`config.mk`:
```
export PLATFORM = sky130hd
export DESIGN_NAME = runner_sprite_drawer_flat
export DESIGN_NICKNAME = d
export VERILOG_FILES = /design/src/rtl/runner_pkg.sv /design/src/rtl/runner_sprite_drawer_if.sv /design/src/rtl/sprite_scan_counter.sv /design/src/rtl/runner_sprite_drawer.sv /design/src/flat_wrapper.sv
export SDC_FILE = /design/constraint.sdc
export NUM_CORES = 1
export LEC_CHECK = 0
export CAP_MARGIN = 30
export CORE_AREA = 2 2 72 74
export CTS_CLUSTER_SIZE = 28
export DETAILED_ROUTE_END_ITERATION = 7
export DIE_AREA = 0 0 74 76
export HOLD_SLACK_MARGIN = 0.08
export PLACE_DENSITY = 0.69
export REMOVE_ABC_BUFFERS = 1
export SYNTH_ARGS = -nofsm -noshare
export SYNTH_HDL_FRONTEND = slang
export SYNTH_SLANG_ARGS = --single-unit
```
`constraint.sdc`:
```
create_clock -name clk -period 2.3 [get_ports clk]
set_input_delay 0.23 -clock clk [delete_from_list [all_inputs] [get_ports clk]]
set_output_delay 0.23 -clock clk [all_outputs]
set_load 0.02 [all_outputs]
```
`src/rtl/runner_pkg.sv`:
```
// Shared constants and types for the runner movement and drawer blocks.
package runner_pkg;

    localparam int unsigned SCREEN_W = 160;
    localparam int unsigned SCREEN_H = 120;

    // Common reset row for the movement block and the drawer.
    localparam logic [6:0] GROUND_Y = 7'd108;

    localparam logic [2:0] COLOUR_RUNNER = 3'b111;
    localparam logic [2:0] COLOUR_BG     = 3'b000;

    typedef enum logic [2:0] {
        IDLE,
        LATCH,
        ERASE,
        DRAW,
        DONE
    } state_t;

endpackage

```
`src/rtl/runner_sprite_drawer_if.sv`:
```
// Frame-tick input and pixel-stream output bundle of the runner drawer.
interface runner_sprite_drawer_if;

    logic       update;
    logic [6:0] y_in;
    logic [7:0] x_out;
    logic [6:0] y_out;
    logic [2:0] colour;
    logic       plot;
    logic       busy;
    logic       done;
    logic       overrun;

    // Upstream side: issues frame ticks and observes the pixel stream.
    modport master (
        output update, y_in,
        input  x_out, y_out, colour, plot, busy, done, overrun
    );

    // Drawer side.
    modport slave (
        input  update, y_in,
        output x_out, y_out, colour, plot, busy, done, overrun
    );

endinterface

```
`src/rtl/sprite_scan_counter.sv`:
```
// Row-major col/row scan counter over a W x H sprite rectangle.
module sprite_scan_counter #(
    parameter int unsigned W = 4,
    parameter int unsigned H = 12
) (
    input  logic       clk,
    input  logic       reset,
    input  logic       clear,
    input  logic       step,
    output logic [3:0] col,
    output logic [3:0] row,
    output logic       last
);

    localparam logic [3:0] COL_MAX = 4'(W - 1);
    localparam logic [3:0] ROW_MAX = 4'(H - 1);

    assign last = (col == COL_MAX) && (row == ROW_MAX);

    // Column advances every step; wraps into the next row at the right edge.
    always_ff @(posedge clk or negedge reset) begin
        if (!reset) begin
            col <= '0;
            row <= '0;
        end else if (clear) begin
            col <= '0;
            row <= '0;
        end else if (step) begin
            if (col == COL_MAX) begin
                col <= '0;
                row <= row + 4'd1;
            end else begin
                col <= col + 4'd1;
            end
        end
    end

endmodule

```
`src/rtl/runner_sprite_drawer.sv`:
```
// Erases the runner at its previous row and redraws it at the new row,
// one pixel per cycle, on every accepted frame update.
module runner_sprite_drawer
    import runner_pkg::*;
#(
    parameter int unsigned X_POS         = 20,
    parameter int unsigned W             = 4,
    parameter int unsigned H             = 12,
    parameter logic [2:0]  RUNNER_COLOUR = COLOUR_RUNNER,
    parameter logic [2:0]  BG_COLOUR     = COLOUR_BG
) (
    input  logic                  clk,
    input  logic                  reset,
    runner_sprite_drawer_if.slave bus
);

    state_t     state, next_state;
    logic [6:0] y_prev, y_new;
    logic [3:0] col, row;
    logic       last;

    logic       cnt_clear, cnt_step, latch_y, commit_y, scan_pix;
    logic [6:0] scan_base;
    logic [2:0] scan_colour;
    logic [7:0] px_x, px_y;
    logic       in_bounds;

    logic [7:0] x_q;
    logic [6:0] y_q;
    logic [2:0] colour_q;
    logic       plot_q, busy_q, done_q, overrun_q;

    sprite_scan_counter #(.W(W), .H(H)) u_scan (
        .clk   (clk),
        .reset (reset),
        .clear (cnt_clear),
        .step  (cnt_step),
        .col   (col),
        .row   (row),
        .last  (last)
    );

    // Pixel coordinates are formed 8 bits wide so off-screen rows never wrap.
    assign px_x      = 8'(X_POS) + {4'b0, col};
    assign px_y      = {1'b0, scan_base} + {4'b0, row};
    assign in_bounds = (px_x < 8'(SCREEN_W)) && (px_y < 8'(SCREEN_H));

    // State register.
    always_ff @(posedge clk or negedge reset) begin
        if (!reset) state <= IDLE;
        else        state <= next_state;
    end

    // Next-state and scan control.
    always_comb begin
        next_state  = state;
        cnt_clear   = 1'b0;
        cnt_step    = 1'b0;
        latch_y     = 1'b0;
        commit_y    = 1'b0;
        scan_pix    = 1'b0;
        scan_base   = y_prev;
        scan_colour = BG_COLOUR;
        case (state)
            // busy_q is still high in the cycle done is shown; an update
            // then is an overrun, not a new frame.
            IDLE: if (bus.update && !busy_q) next_state = LATCH;
            LATCH: begin
                latch_y    = 1'b1;
                cnt_clear  = 1'b1;
                next_state = (bus.y_in != y_prev) ? ERASE : DRAW;
            end
            ERASE: begin
                scan_pix = 1'b1;
                cnt_step = 1'b1;
                if (last) begin
                    cnt_clear  = 1'b1;
                    next_state = DRAW;
                end
            end
            DRAW: begin
                scan_pix    = 1'b1;
                scan_base   = y_new;
                scan_colour = RUNNER_COLOUR;
                cnt_step    = 1'b1;
                if (last) begin
                    cnt_clear  = 1'b1;
                    commit_y   = 1'b1;
                    next_state = DONE;
                end
            end
            DONE:    next_state = IDLE;
            default: next_state = IDLE;
        endcase
    end

    // Row registers: new row captured in LATCH, becomes previous once drawn.
    always_ff @(posedge clk or negedge reset) begin
        if (!reset) begin
            y_prev <= GROUND_Y;
            y_new  <= GROUND_Y;
        end else begin
            if (latch_y)  y_new  <= bus.y_in;
            if (commit_y) y_prev <= y_new;
        end
    end

    // Registered pixel stream and status outputs.
    always_ff @(posedge clk or negedge reset) begin
        if (!reset) begin
            x_q       <= '0;
            y_q       <= '0;
            colour_q  <= '0;
            plot_q    <= 1'b0;
            busy_q    <= 1'b0;
            done_q    <= 1'b0;
            overrun_q <= 1'b0;
        end else begin
            x_q       <= scan_pix ? px_x : '0;
            y_q       <= scan_pix ? px_y[6:0] : '0;
            colour_q  <= scan_pix ? scan_colour : '0;
            plot_q    <= scan_pix && in_bounds;
            busy_q    <= (state != IDLE);
            done_q    <= (state == DONE);
            overrun_q <= bus.update && ((state != IDLE) || busy_q);
        end
    end

    assign bus.x_out   = x_q;
    assign bus.y_out   = y_q;
    assign bus.colour  = colour_q;
    assign bus.plot    = plot_q;
    assign bus.busy    = busy_q;
    assign bus.done    = done_q;
    assign bus.overrun = overrun_q;

endmodule

```
`src/flat_wrapper.sv`:
```
// flat-port wrapper written by rule: the top's interface ports become plain ports
module runner_sprite_drawer_flat import runner_pkg::*;
#(
    parameter int unsigned X_POS         = 20,
    parameter int unsigned W             = 4,
    parameter int unsigned H             = 12,
    parameter logic [2:0]  RUNNER_COLOUR = COLOUR_RUNNER,
    parameter logic [2:0]  BG_COLOUR     = COLOUR_BG
)
  (clk, reset, bus_update, bus_y_in, bus_x_out, bus_y_out, bus_colour, bus_plot, bus_busy, bus_done, bus_overrun);
  runner_sprite_drawer_if bus_i ();
  input  logic clk;
  input  logic reset;
  input wire logic [$bits(bus_i.update)-1:0] bus_update;
  input wire logic [$bits(bus_i.y_in)-1:0] bus_y_in;
  output wire logic [$bits(bus_i.x_out)-1:0] bus_x_out;
  output wire logic [$bits(bus_i.y_out)-1:0] bus_y_out;
  output wire logic [$bits(bus_i.colour)-1:0] bus_colour;
  output wire logic [$bits(bus_i.plot)-1:0] bus_plot;
  output wire logic [$bits(bus_i.busy)-1:0] bus_busy;
  output wire logic [$bits(bus_i.done)-1:0] bus_done;
  output wire logic [$bits(bus_i.overrun)-1:0] bus_overrun;
  assign bus_i.update = bus_update;
  assign bus_i.y_in = bus_y_in;
  assign bus_x_out = bus_i.x_out;
  assign bus_y_out = bus_i.y_out;
  assign bus_colour = bus_i.colour;
  assign bus_plot = bus_i.plot;
  assign bus_busy = bus_i.busy;
  assign bus_done = bus_i.done;
  assign bus_overrun = bus_i.overrun;
  runner_sprite_drawer #(.X_POS(X_POS), .W(W), .H(H), .RUNNER_COLOUR(RUNNER_COLOUR), .BG_COLOUR(BG_COLOUR)) u_core (.clk(clk), .reset(reset), .bus(bus_i));
endmodule
```
; Yosys cells after proc, flatten, opt, wreduce, memory -nomap -nowiden
; Cells that the tools add are included.
[totals]
regBits = 47
[classes]
order_cmp = 2
addsub = 4
reduce_logical = 14
n_mux = 21
eq_ne = 10
[ops]
columns = cell, count
row1 = $mux 4, 6
row2 = $mux 3, 5
row3 = $mux 7, 2
row4 = $pmux 3 s4, 1
row5 = $add 4x1->4 const B, 2
row6 = $add 7x4->8, 1
row7 = $lt 8x7->1 const B, 1
row8 = $lt 8x8->1 const B, 1
row9 = $mux 8, 1
row10 = $ne 7x7->1, 1
row11 = $add 5x4->6 const A, 1
row12 = $eq 3x2->1 const B, 2
row13 = $ne 2x1->1 const B, 3
row14 = $logic_and 1x1->1, 5
row15 = $mux 1, 5
row16 = $eq 4x2->1 const B, 1
row17 = $eq 4x4->1 const B, 1
row18 = $reduce_bool 2->1, 2
row19 = $eq 3x1->1 const B, 1
row20 = $eq 3x3->1 const B, 1
row21 = $logic_not 3->1, 1
row22 = $reduce_and 3->1, 1
row23 = $reduce_bool 3->1, 1
row24 = $pmux 1 s2, 1
row25 = 4 further kinds, 4

; Depth between registers and ports, before layout
[depth]
depth_word = 6
mapped_depth = 11
ltp_nobuf = 10

; Modules after synthesis
; Synthesis repeated with hierarchy kept, for this count alone.
[unflattened]
cells_unflattened = 175
area_unflattened_um2 = 2115.8
[by_module_without_submodules]
columns = mod, area_per_inst_um2, n_inst, cells_each
row1 = runner_sprite_drawer, 1682.9, 1, 134
row2 = sprite_scan_counter, 432.9, 1, 41

; Least setup slack after synthesis
; OpenSTA, ideal clock, no wires.
[synth_timing]
path_kind = reg-to-reg
startpoint = reg u_core.state[2]
endpoint = reg u_core.y_q[6], in the netlist u_core.bus.y_out[6]
stages_incl_launch_ff = 12
setup_slack_ns = -0.075
t_arrival_ns = 2.247
n_path_buf = 1
setup_ns = 0.129
period_less_slack_ns = 2.375
path_cell_list = dfrtp_1 > buf_6 > nand3b_4 > mux2_2 > ha_1 > inv_1 > fa_1 > nor2b_1 > o21ai_0 > a211oi_1 > xor2_1 > nor2_1
[synth_between]
elab_chain_len = 4
elab_cells_between_ends = 7
classes_between = add/sub: 1 / eq/ne: 2 / mux: 3 / reduce/logical: 1
[synth_rtl]
columns = item, line
row1 = "start, declared", runner_sprite_drawer.sv:17  ; state_t state, next_state;
row2 = "start signal, assigned", runner_sprite_drawer.sv:51  ; else state <= next_state;
row3 = $eq 3x2->1, runner_sprite_drawer.sv:64  ; case (state)
row4 = $mux 7 or $reduce_or 2->1 (tied branches), --
row5 = $add 7x4->8 or $mux 1 (tied branches), "runner_sprite_drawer.sv:45, runner_sprite_drawer.sv:64"
row6 = $mux 7 *, runner_sprite_drawer.sv:120  ; y_q <= scan_pix ? px_y[6:0] : '0;
row7 = "end signal, assigned", runner_sprite_drawer.sv:120
row8 = "end, declared", runner_sprite_drawer.sv:29  ; logic [6:0] y_q;
; Every way passes the cells marked *; elsewhere a longest branch is shown, timed or not.
; A chain may end at the register's enable or synchronous reset.

; Worst setup path in the final report
; Same ends and word-level chain as after synthesis.

==> metrics.cfg <==
[logic_synthesis]
yosys_warnings = 0
synth.distinct_cells = 39
synth_top_area_frac = 0.416
yosys-top-cells-area = dfrtp_1 (42%), dfstp_2 (10%), nand2_1 (5.9%)
yosysSeqAreaShare = 0.516
netlist_area_sq_mm = 0.00211
yosysMostFrequentCell = dfrtp_1
synthTopCellsByCount = dfrtp_1 (35), nand2_1 (33), nor2_1 (13)
synth_top_area_cell = dfrtp_1
synth-async-reset-ratio = 1.00
synth_cells = 193
synthFlopType = dfrtp_1
ys_ff_latch = 43
synth-edff-count = 0
avgSynthCellArea_sq_um = 10.9

[timing]
period_share = 0.949
max_freq_mhz = 458
setup_viol = 0
hold_viol = 0
rsz0062_at_grt = false
period_minus_slack_ns = 2.18
tightest_slew_ns = 0.923
skew_ns = 0.00872
slew_viol_final = 0
maxSlewHeadroom = 0.385

[placement]
dp_cells = 291
dpl-instance-area_sq_mm = 0.00246
portBuffers = 29
dp_hpwl_mm = 2.82
gp_congestion = 0.813

[critical_path]
crit_chain = nand3b_4, mux2_2, ha_1, inv_1, fa_2, nor2b_2, o21ai_2, a211oi_2, xor2_1, nor2_1
r2r_cells = 10
critPathArrivalTime_ns = 2.36
r2r_start = u_core.state[2]
critPathCapture = u_core.bus.y_out[6]
start_kind = register
crit_family = adder cells
path_class = register to register
cp.buffers_inverters = 1
max_stage_delay_ns = 0.38
crit_path_max_fanout = 5
r2r-end = u_core.bus.y_out[6]
r2r_setup_slack_ns = 0.12
crit_path_end_kind = register
cp.depth = 10
startpoint = u_core.state[2]
crit_path_top_delay_cell = dfrtp_1
critPathRequiredTime_ns = 2.48

[cts]
cts_max_level = 2
root_buffer = clkbuf_8
clock_latency_ns = 0.30
post_cts.repair.setup_buffers = 0
clkSinkCount = 43
cts_tree = yes
hold_buffers = 0
numCtsBuffers = 5
clockBufferDepth = 2
clk_pin_slew_ns = 0.08

[global_routing]
use_met1 = 0.177
met2_usage = 0.260
grt_util_all_layers = 0.153
grt_pass1_wl_mm = 6.49
grt_max_degree = 44
grt_overflow = 0
grt_pass1_vias = 1437
grt_busiest_layer = met2
globalRouteMet3Util = 0.0397
antenna_found_initial = 0

[cells_and_area]
nets = 248
diodes = 0
finish.utilization = 0.524
layoutNonFillerInstCount = 299
drive_gt1_frac = 0.183
area_growth_pct = 22.3
finish.instance_area_sq_mm = 0.00258

[route]
vias_per_cell = 4.74
drt_iter0_drc = 76
vias = 1418
drt-wirelength-per-cell_um = 12.9
drt-total-wl_mm = 3.87
drt_pass1_iterations = 4
ant_nets = 0
drc = 0

[worst_hold_path]
hold_class = input pin to async pin

[die]
io_pins = 32
core_sq_mm = 0.00491
die_w_um = 74
start_util = 0.429
die_h_um = 76
die_area_sq_mm = 0.00562
rows = 26

[power]
power_density_mw_per_mm2 = 1000
p_leak_nw = 1.20
finalPower_mw = 2.58
ir_worst_vdd_mv = 0.393

[job]
maxCapViolCount = 0

[status]
status = complete, no violations

worst min-delay path by stage:
stage / end / slack, ns / cells past startpoint
floorplan: u_core.bus.busy / -0.07 / 0
global placement: u_core.y_prev[0] / 0.42 / 1
detailed placement: u_core.y_prev[0] / 0.42 / 1
CTS: u_core.bus.y_out[2] / 0.1 / 1
global route: u_core.y_prev[0] / 0.15 / 1
finish: u_core.bus.y_out[2] / 0.07 / 1
placed cells by master (no fill, tap or decap), types with 7 or more instances in the layout:
cell,Yosys,final
ha_1,9,9
clkbuf_8,0,7
nand2_1,33,33
mux2_2,11,11
dfrtp_1,35,35
buf_4,4,7
inv_1,8,8
nor2_1,13,13
dfstp_2,8,8
and2_1,7,7
xor2_1,10,10
clkdlybuf4s50_1,0,28
cell families (layout without fill, tap and decap cells):
group	Yosys count	after routing	share of synthesized area
xor gates and xnor gates	14	14	0.0582
buffers and inverters	17	52	0.0487
other	1	2	0.00178
muxes	14	14	0.0731
and+or+nand+nor	73	73	0.172
AOI/OAI and AO/OA	21	21	0.0671
DFF	43	43	0.516
adders and majority gates	10	10	0.0630
report_power, final:
group          internal (mW)  switching, mW
Sequential             0.973          0.130
Clock                  0.274          0.244
Combinational          0.467          0.495
Total                   1.71          0.869
metal layers:
metal | wire (um) | part of all wire
met5 | 0 | 0
met1 | 1710 | 0.44
met2 | 1950 | 0.50
met4 | 78 | 0.020
met3 | 128 | 0.033
state kept, by name (all words and copies together) (netlist names), 3 cells and up:
signal,flops
u_core.state,3
u_core.y_new,7
u_core.u_scan.row,4
u_core.bus.y_out,7
u_core.y_prev,7
u_core.u_scan.col,4
u_core.bus.x_out,6
metrics by stage:
step | setup TNS (ns) | worst slack (ns) | hold slack (ns)
2_1_floorplan | -0.0685 | -0.0685 | -0.0656
3_3_place_gp | 0 | 0.0347 | 0.416
3_5_place_dp | 0 | 0.00517 | 0.420
4_1_cts | 0 | 0.0231 | 0.0982
5_1_grt | 0 | 0.00316 | 0.145
6_report | 0 | 0.118 | 0.0698
layout make-up:
cell class / instances / area [sq um]
fillers: 437 / 2340
flip-flops and latches: 43 / 1090
multi-input cells: 134 / 935
repair buffers: 36 / 338
clock buffers: 8 / 100
well taps: 70 / 87.6
inverters: 8 / 30.0
what timing repair did:
action / CTS / global route
hold endpoints to repair: 0 / 0
setup endpoints to repair: 1 / 3
pin swaps: 1 / 1
resized for setup: 0 / 5
cloned: 0 / 0
(Power assumes the default switching activity.)
